`src/rtl/program_loader_pkg.sv`:
```
// Shared loader types and instruction-memory geometry defaults.
// Used by the loader, the instruction RAM and the core.
package program_loader_pkg;

  localparam int ADDR_W_DEF     = 8;
  localparam int DATA_W_DEF     = 24;
  localparam int BYTES_PER_WORD = DATA_W_DEF / 8;

  typedef enum logic [2:0] {
    S_IDLE,
    S_LEN,
    S_BYTE,
    S_WRITE,
    S_ACK,
    S_DONE,
    S_ERR
  } loader_state_t;

endpackage

```
`src/rtl/loader_timeout.sv`:
```
// Down-counter watchdog: reload on i_load, count while i_en, o_expired once LIMIT enabled cycles pass.
// Expiry is flagged in the LIMIT-th enabled cycle after a load; LIMIT=0 reads as always expired.
module loader_timeout #(
  parameter int LIMIT = 8
) (
  input  logic i_clk,
  input  logic i_rst,
  input  logic i_load,
  input  logic i_en,
  output logic o_expired
);

  localparam int W = (LIMIT > 1) ? $clog2(LIMIT) : 1;
  localparam logic [W-1:0] RELOAD = (LIMIT > 0) ? W'(LIMIT - 1) : '0;

  logic [W-1:0] r_cnt;

  always_ff @(posedge i_clk) begin
    if (i_rst) begin
      r_cnt <= RELOAD;
    end else if (i_load) begin
      r_cnt <= RELOAD;
    end else if (i_en && (r_cnt != '0)) begin
      r_cnt <= r_cnt - 1'b1;
    end
  end

  assign o_expired = (r_cnt == '0);

endmodule

```
`src/rtl/program_loader.sv`:
```
// Streams UART bytes into big-endian words and writes them to instruction RAM while holding the CPU.
// One byte per cycle in LEN/BYTE only; each word waits for its RAM ack; all outputs registered.
module program_loader
  import program_loader_pkg::*;
#(
  parameter int BYTE_TIMEOUT = 1_000_000,
  parameter int ACK_TIMEOUT  = 8,
  parameter int ADDR_W       = ADDR_W_DEF,
  parameter int DATA_W       = DATA_W_DEF
) (
  input  logic              i_clk,
  input  logic              i_rst,
  input  logic              i_start,
  input  logic [7:0]        i_rx_data,
  input  logic              i_rx_valid,
  output logic              o_rx_ready,
  output logic              o_ram_we,
  output logic [ADDR_W-1:0] o_ram_addr,
  output logic [DATA_W-1:0] o_ram_data,
  input  logic              i_ram_ack,
  output logic              o_busy,
  output logic              o_cpu_hold,
  output logic              o_done,
  output logic              o_error,
  output logic [ADDR_W:0]   o_words_written
);

  localparam int BPW  = DATA_W / 8;
  localparam int IDXW = (BPW > 1) ? $clog2(BPW) : 1;

  loader_state_t r_state, w_next;

  logic              r_rx_ready;
  logic              r_we;
  logic              r_busy;
  logic              r_cpu_hold;
  logic              r_done;
  logic              r_error;
  logic [ADDR_W-1:0] r_addr;
  logic [DATA_W-1:0] r_data;
  logic [ADDR_W:0]   r_words;
  logic [ADDR_W:0]   r_len;
  logic [IDXW-1:0]   r_byte_idx;

  logic            w_xfer;
  logic            w_idle_like;
  logic            w_start_ok;
  logic            w_last_byte;
  logic [ADDR_W:0] w_words_inc;
  logic            w_final;
  logic            w_byte_exp;
  logic            w_byte_to;
  logic            w_ack_exp;

  assign w_xfer      = i_rx_valid & r_rx_ready;
  assign w_idle_like = (r_state == S_IDLE) || (r_state == S_DONE) || (r_state == S_ERR);
  assign w_start_ok  = i_start & w_idle_like;
  assign w_last_byte = (r_byte_idx == IDXW'(BPW - 1));
  assign w_words_inc = r_words + {{ADDR_W{1'b0}}, 1'b1};
  assign w_final     = (w_words_inc == r_len);
  assign w_byte_to   = (BYTE_TIMEOUT != 0) && w_byte_exp;

  // Idle time spent waiting on the RAM is not charged to the host.
  loader_timeout #(.LIMIT(BYTE_TIMEOUT)) u_byte_timeout (
    .i_clk     (i_clk),
    .i_rst     (i_rst),
    .i_load    (w_xfer | w_start_ok),
    .i_en      ((r_state == S_LEN) || (r_state == S_BYTE)),
    .o_expired (w_byte_exp)
  );

  loader_timeout #(.LIMIT(ACK_TIMEOUT)) u_ack_timeout (
    .i_clk     (i_clk),
    .i_rst     (i_rst),
    .i_load    (r_state == S_WRITE),
    .i_en      (r_state == S_ACK),
    .o_expired (w_ack_exp)
  );

  always_comb begin
    w_next = r_state;
    unique case (r_state)
      S_IDLE, S_DONE, S_ERR: if (i_start) w_next = S_LEN;
      S_LEN: begin
        if (w_xfer)         w_next = S_BYTE;
        else if (w_byte_to) w_next = S_ERR;
      end
      S_BYTE: begin
        if (w_xfer && w_last_byte) w_next = S_WRITE;
        else if (!w_xfer && w_byte_to) w_next = S_ERR;
      end
      S_WRITE: w_next = S_ACK;
      S_ACK: begin
        if (i_ram_ack)      w_next = w_final ? S_DONE : S_BYTE;
        else if (w_ack_exp) w_next = S_ERR;
      end
      default: w_next = S_IDLE;
    endcase
  end

  // Flags are registered from the next state so they line up with the state they describe.
  always_ff @(posedge i_clk) begin
    if (i_rst) begin
      r_state    <= S_IDLE;
      r_rx_ready <= 1'b0;
      r_we       <= 1'b0;
      r_busy     <= 1'b0;
      r_cpu_hold <= 1'b0;
      r_done     <= 1'b0;
      r_error    <= 1'b0;
    end else begin
      r_state    <= w_next;
      r_rx_ready <= (w_next == S_LEN) || (w_next == S_BYTE);
      r_we       <= (w_next == S_WRITE);
      r_busy     <= (w_next == S_LEN) || (w_next == S_BYTE) ||
                    (w_next == S_WRITE) || (w_next == S_ACK);
      r_cpu_hold <= (w_next == S_LEN) || (w_next == S_BYTE) ||
                    (w_next == S_WRITE) || (w_next == S_ACK);
      r_done     <= (w_next == S_DONE);
      r_error    <= (w_next == S_ERR);
    end
  end

  always_ff @(posedge i_clk) begin
    if (i_rst) begin
      r_addr     <= '0;
      r_data     <= '0;
      r_words    <= '0;
      r_len      <= '0;
      r_byte_idx <= '0;
    end else begin
      unique case (r_state)
        S_IDLE, S_DONE, S_ERR: begin
          if (i_start) begin
            r_addr     <= '0;
            r_words    <= '0;
            r_byte_idx <= '0;
          end
        end
        S_LEN: begin
          if (w_xfer) begin
            r_len <= (i_rx_data == 8'd0) ? {1'b1, {ADDR_W{1'b0}}}
                                         : (ADDR_W + 1)'(i_rx_data);
          end
        end
        S_BYTE: begin
          if (w_xfer) begin
            r_data     <= (r_data << 8) | DATA_W'(i_rx_data);
            r_byte_idx <= w_last_byte ? '0 : r_byte_idx + 1'b1;
          end
        end
        S_ACK: begin
          if (i_ram_ack) begin
            r_words <= w_words_inc;
            // The final word keeps its address so a full-depth load never wraps to 0.
            if (!w_final) r_addr <= r_addr + 1'b1;
          end
        end
        default: ;
      endcase
    end
  end

  assign o_rx_ready      = r_rx_ready;
  assign o_ram_we        = r_we;
  assign o_ram_addr      = r_addr;
  assign o_ram_data      = r_data;
  assign o_busy          = r_busy;
  assign o_cpu_hold      = r_cpu_hold;
  assign o_done          = r_done;
  assign o_error         = r_error;
  assign o_words_written = r_words;

endmodule

```
`config.mk`:
```
export PLATFORM = sky130hd
export DESIGN_NAME = program_loader
export DESIGN_NICKNAME = d
export VERILOG_FILES = /design/src/rtl/program_loader_pkg.sv /design/src/rtl/loader_timeout.sv /design/src/rtl/program_loader.sv
export SDC_FILE = /design/constraint.sdc
export NUM_CORES = 1
export LEC_CHECK = 0
export CAP_MARGIN = 20
export CORE_MARGIN = 10
export CORE_UTILIZATION = 40
export DETAILED_ROUTE_END_ITERATION = 8
export DONT_BUFFER_PORTS = 1
export GPL_TIMING_DRIVEN = 0
export PLACE_DENSITY_LB_ADDON = 0.2
export RECOVER_POWER = 50
export SETUP_SLACK_MARGIN = 0.2
export SYNTH_ARGS = -nofsm -noshare
export SYNTH_HDL_FRONTEND = slang
export SYNTH_SLANG_ARGS = --single-unit
```
`constraint.sdc`:
```
create_clock -name i_clk -period 3.12 [get_ports i_clk]
set_input_delay 0.936 -clock i_clk [delete_from_list [all_inputs] [get_ports i_clk]]
set_output_delay 0.936 -clock i_clk [all_outputs]
set_load 0.005 [all_outputs]
```
==> out/results.ini <==
[status]
outcome=finished clean

[synthesis]
synth.top_cell.area_share=0.419
syn_nets=495
synth_top_cell_by_area=dfxtp_1
yosys_warnings=0
netlist_instances=476
synthFlopType=dfxtp_1
synth_edf_count=0
postSynthAreaPerCell_um2=8.34
async_flop_share=0
ys_types=56
synthTopCellsByArea=dfxtp_1 42%, nand2_1 7.7%, a21oi_1 5.9%
ys_ff_latch=83
seq_area_frac_synth=0.419
synth_area_mm2=0.00397

[grt]
grt_pass1_vias=3193
grt_pass1_wl_um=16300
antenna_found_initial=0
grt_use_total=0.139
grt_max_degree=17
grt-ovfl-total=0

[route]
drt_iter0_drc=175
viasPerCell=5.38
post_drt_wl_per_cell_um=15.8
drt_wl_total_um=9850
dr.pass1.iters=4
drc=0
ant_nets=0
num_vias=3364

[flow_run]
cap_violations=0

[final_layout]
n_fill_cell=1012
final_nets=506
area_growth_pct=8.77
drive_gt1_frac=0.0772
antenna_cells_inserted=0
final_cells=625
seq_area_mm2=0.00166
multi_input_area_mm2=0.00216

[power_and_ir_drop]
leakage_nw=1.49
p_per_area_mw_per_mm2=460
peakVddDrop_v=0.000234
sequentialPowerShare=0.546
p_clk_frac=0.371
combPwrFrac=0.083
p_int_w=0.00143
switching_power_w=0.000554
switching_share=0.279

[sta]
period_minus_slack_ns=2.78
slew_headroom=0.332
final_max_slew_viol_count=0
max_freq_mhz=360
final-setup-viol-count=0
skew_ns=0.0159
min_period_over_period=0.891
worst_pin_slew_ns=0.996
hold_viol=0
rsz0062_at_grt=false
finalSetupTns_ns=0

[clocking]
cts.htree.levels=3
cts_hold_buf=0
insertion_delay_ns=0.37
numCtsBuffers=9
clockBufferDepth=2
cts_root_buf=clkbuf_8
cts_tree=yes
path_clk_slew_ns=0.10
cts.sinks=83

[die]
rows=36
dieArea_mm2=0.0143
pin_count=60
die_w_um=120
die_y_um=120
initial_core_util=0.408
core_mm2=0.00973

[setup_path]
critical_path_required_ns=3.36
reg2reg_depth=9
cp_max_fo=10
ff2ff_setup_slack_ns=0.34
r2r_start=o_words_written[1]$_SDFFE_PP0P_
arrival_ns=3.02
crit_type=reg2reg
startpoint_type=flip-flop
reg2reg_to=o_done$_SDFF_PP0_
end_kind=flip-flop

[place]
gp_congestion=0.874
dp_cells=609
dp_hpwl_um=7360
portBuffers=0

[hold_path]
hold_path.class=reg2reg
hold_path_startpoint=o_ram_data[22]$_SDFFE_PP0P_
hold_path_depth=2
worst_hold_path.endpoint=o_ram_data[22]$_SDFFE_PP0P_

[synth_stat cells, types with 9 or more instances]
master,count
or4_1,9
clkbuf_1,16
o21ai_0,11
dfxtp_1,83
nand3_1,10
xnor2_1,25
nor4_1,9
mux2i_1,12
nand2_1,81
nor3_1,14
inv_1,11
nor2_1,49
or3_1,12
a21oi_1,47
[worst max-delay path by stage]
stage	startpoint	slack, ns	end	depth (start not counted)
5_1_grt	o_words_written[1]$_SDFFE_PP0P_	0.19	o_done$_SDFF_PP0_	9
3_3_place_gp	o_words_written[1]$_SDFFE_PP0P_	0.40	o_done$_SDFF_PP0_	9
6_report	o_words_written[1]$_SDFFE_PP0P_	0.34	o_done$_SDFF_PP0_	9
3_5_place_dp	o_words_written[1]$_SDFFE_PP0P_	0.38	o_done$_SDFF_PP0_	9
2_1_floorplan	o_words_written[1]$_SDFFE_PP0P_	0.84	o_cpu_hold$_SDFF_PP0_	8
4_1_cts	o_words_written[1]$_SDFFE_PP0P_	0.34	o_done$_SDFF_PP0_	9
[sequential cells by signal, summed over array words and instances (netlist names), 2 cells and up]
signal	flops
o_ram_data	24
r_state	3
o_ram_addr	8
o_words_written	9
u_byte_timeout.r_cnt	20
u_ack_timeout.r_cnt	3
r_len	9
r_byte_idx	2
[cell usage in the layout (no fill, tap or decap), types with 4 or more instances in the layout]
master,netlist,routed
dfxtp_1,83,83
nand2_1,81,81
nor2_1,49,49
a21oi_1,47,47
xnor2_1,25,25
clkbuf_1,16,17
nor3_1,14,14
or3_1,12,12
mux2i_1,12,12
inv_1,11,11
o21ai_0,11,11
nand3_1,10,10
or4_1,9,9
nor4_1,9,9
clkbuf_8,0,9
xor2_1,6,6
ha_1,6,6
o211ai_1,5,5
buf_2,5,4
nand2b_1,4,4
o31ai_1,4,4
[critical path, cell delays in order (launching register included)]
cell and delay (ns):
dfxtp_1 0.55, ha_1 0.21, buf_2 0.18, inv_1 0.13
or3_1 0.39, a22oi_1 0.23, o211a_1 0.29, buf_4 0.20
a21oi_1 0.11, a2111oi_2 0.37
[metal layers]
metal  wire [um]  GRT usage  part of all wire
met4         153     0.0641             0.016
met1        4570      0.171              0.46
met2        4370      0.211              0.44
met5           0          0                 0
met3         765     0.0553             0.078
[cell type report]
class | count | share of cell area
multi-input combinational | 358 | 0.501
sequential | 83 | 0.385
tap | 133 | 0.0386
clock buffer | 9 | 0.0287
buffer | 24 | 0.0238
clock inverter | 7 | 0.0136
inverter | 11 | 0.00957
[through the flow]
stage / instance area, um2 / setup slack [ns] / utilization / hold WS, ns / total power [W]
finish: 4320 / 0.341 / 0.444 / 0.482 / 0.00199
global route: 4320 / 0.192 / 0.444 / 0.507 / 0.00207
CTS: 4320 / 0.345 / 0.444 / 0.490 / 0.00201
detailed placement: 4130 / 0.381 / 0.425 / 0.476 / 0.00127
global placement: 4130 / 0.401 / 0.425 / 0.465 / 0.00127
floorplan: 3970 / 0.837 / - / 0.452 / 0.00123
[timing repair]
action	4_1_cts	5_1_grt
resized for setup	0	1
setup endpoints to repair	0	1
setup buffers	0	0
[power groups by stage]
| stage | logic, W | registers, W | clock network, W |
|---|---|---|---|
| finish | 0.000165 | 0.00108 | 0.000737 |
| CTS | 0.000166 | 0.00108 | 0.000764 |
| detailed placement | 0.000165 | 0.00111 | 0 |
| global placement | 0.000163 | 0.00111 | 0 |
| floorplan | 0.000129 | 0.00110 | 0 |
| global route | 0.000184 | 0.00109 | 0.000796 |
[logic make-up after synthesis]
| family | share of synthesized area |
|---|---|
| simple gates | 0.259 |
| fa+ha+maj | 0.0189 |
| compound gates | 0.166 |
| xor+xnor | 0.0684 |
| mux | 0.0331 |
| flops | 0.419 |
| buf+inv | 0.0366 |
Power figures use the tool's default switching activity.
==> RTL edit (same flow settings) <==
Change the parameter `BYTE_TIMEOUT` from 1_000_000 to 500_000.
--- a/src/rtl/program_loader.sv
+++ b/src/rtl/program_loader.sv
@@ -3,7 +3,7 @@
 module program_loader
   import program_loader_pkg::*;
 #(
-  parameter int BYTE_TIMEOUT = 1_000_000,
+  parameter int BYTE_TIMEOUT = 500_000,
   parameter int ACK_TIMEOUT  = 8,
   parameter int ADDR_W       = ADDR_W_DEF,
   parameter int DATA_W       = DATA_W_DEF
Behaviour: same outputs for any inputs over 10 cycles, from zero or initial values and one cycle with i_rst high; that may be too few to reach the edited logic, so the function may still have changed.
==> RTL edit against the unedited design <==
- clock power is 31% higher
- total power is 8.7% higher
- sequential cell count is 1 lower
- die area is 4.9% lower
- setup slack better by 0.0045 ns
- sequential share of layout area is 0.91 points higher
- maximum frequency is 0.16% higher
- synthesized area is 5.8% lower
- final area is 3.4% lower
- wire length is 7.8% lower
- critical path type unchanged
- largest cell class unchanged
- highest routed layer unchanged
==> RTL edit: results <==
set metrics [dict create \
    grtUsageMet3 0.05136 \
    finClkSkew_ns 0.01159 \
    cp.arrival_ns 3.07 \
    wire_per_inst_um 15.64 \
    hp-class "reg -> reg" \
    synth_warnings 0 \
    firstDrtPassIters 5 \
    final_antenna_net_count 0 \
    cts_buffers 9 \
    netlist_top_cells_area "dfxtp_1 44%, nand2_1 8.0%, a21oi_1 6.3%, xnor2_1 5.2%, nor2_1 4.9%" \
    place.gp.congestion 0.8202 \
    grt_pass1_vias 2928 \
    clock.fmax_ghz 0.3604 \
    grt_pass1_wl_um 14880 \
    r2r_slack_ns 0.35 \
    slew_headroom 0.3202 \
    clk_latency_ns 0.36 \
    diodes 0 \
    dp_slack_ns 0.01226 \
    clk_pin_slew_ns 0.08 \
    startpoint "r_state[2]$_SDFF_PP0_" \
    drt_iter0_markers 230 \
    met1_usage 0.1703 \
    hold_start "o_ram_data[19]$_SDFFE_PP0P_" \
    drive_gt1_frac 0.08085 \
    grt_max_degree 15 \
    root_buffer "clkbuf_8" \
    p_leak_nw 1.419 \
    synth.distinct_cells 51 \
    track_usage 0.1379 \
    peakVddDrop_mv 0.2244 \
    syn_nets 472 \
    synth_common_cells "82 x dfxtp_1, 80 x nand2_1, 49 x nor2_1, 47 x a21oi_1, 22 x xnor2_1" \
    numPortBuffers 0 \
    fillers 915 \
    place_area_sq_mm 0.003875 \
    met2_usage 0.2115 \
    crit_fanout 10 \
    antenna_found_initial 0 \
    worstSetupPathType "reg -> reg" \
    vias 3084 \
    gr-total-overflow 0 \
    dp_hpwl_um 6775 \
    rr_endpoint "o_ram_addr[4]$_SDFFE_PP0P_" \
    nNetsFinal 484 \
    yosysSeqAreaShare 0.4394 \
    r2r_cells 9 \
    status "finished, final reports clean" \
]
RTL edit: repair_timing:
| item | in CTS | in global routing |
|---|---|---|
| resized for setup | 3 | 5 |
| setup buffers | 0 | 1 |
| setup endpoints to repair | 8 | 14 |
| pin swaps | 0 | 1 |
RTL edit: worst min-delay path by stage:
stage	to	slack (ns)	depth (start not counted)
floorplan	o_ram_we$_SDFF_PP0_	0.45	1
global placement	u_ack_timeout.r_cnt[1]$_SDFFE_PP1P_	0.47	2
detailed placement	o_ram_data[19]$_SDFFE_PP0P_	0.47	2
CTS	o_ram_data[19]$_SDFFE_PP0P_	0.49	2
global route	o_ram_data[19]$_SDFFE_PP0P_	0.50	2
finish	o_ram_data[19]$_SDFFE_PP0P_	0.48	2
RTL edit: power breakdown:
group | internal (mW) | switching (mW)
Sequential | 1.06 | 0.0100
Clock | 0.557 | 0.408
Combinational | 0.0428 | 0.0823
Total | 1.66 | 0.501
RTL edit: through the flow:
step | setup TNS [ns] | instances
floorplan | 0 | 453
global placement | -0.002425 | 564
detailed placement | 0 | 564
CTS | 0 | 580
global route | 0 | 581
finish | 0 | 581
RTL edit: logic make-up after synthesis:
family,Yosys count,share of synthesized area
AO/OA/AOI/OAI,87,0.1407
XOR/XNOR,28,0.06932
adder cells (fa/ha/maj),6,0.02009
buffers and inverters,36,0.04253
flip-flops,82,0.4394
multiplexers,9,0.02411
AND/OR/NAND/NOR,205,0.2639
RTL edit: cell type report:
cell class | instances | area (sq um) | area share
multi-input cells | 335 | 1967 | 0.4719
plain buffers | 25 | 120.1 | 0.02882
inverters | 11 | 41.29 | 0.009907
flip-flops and latches | 82 | 1643 | 0.3942
well taps | 111 | 138.9 | 0.03332
clock buffers | 10 | 137.6 | 0.03302
repair buffers | 1 | 7.507 | 0.001801
clock inverters | 6 | 112.6 | 0.02702
RTL edit: critical path: stages, from the launching register on:
cell and delay [ns]:
dfxtp_1 0.31, buf_2 0.19, inv_1 0.12, nor3_1 0.83, nand2_1 0.25, nand2_1 0.23
o21ai_4 0.10, clkbuf_4 0.19, or3_1 0.35, a21oi_1 0.14
RTL edit: layer usage:
layer,share of wire,vias to the layer above
li1,-,1593
met1,0.45,1416
met2,0.45,65
met3,0.090,10
met4,0.011,0
met5,0,-
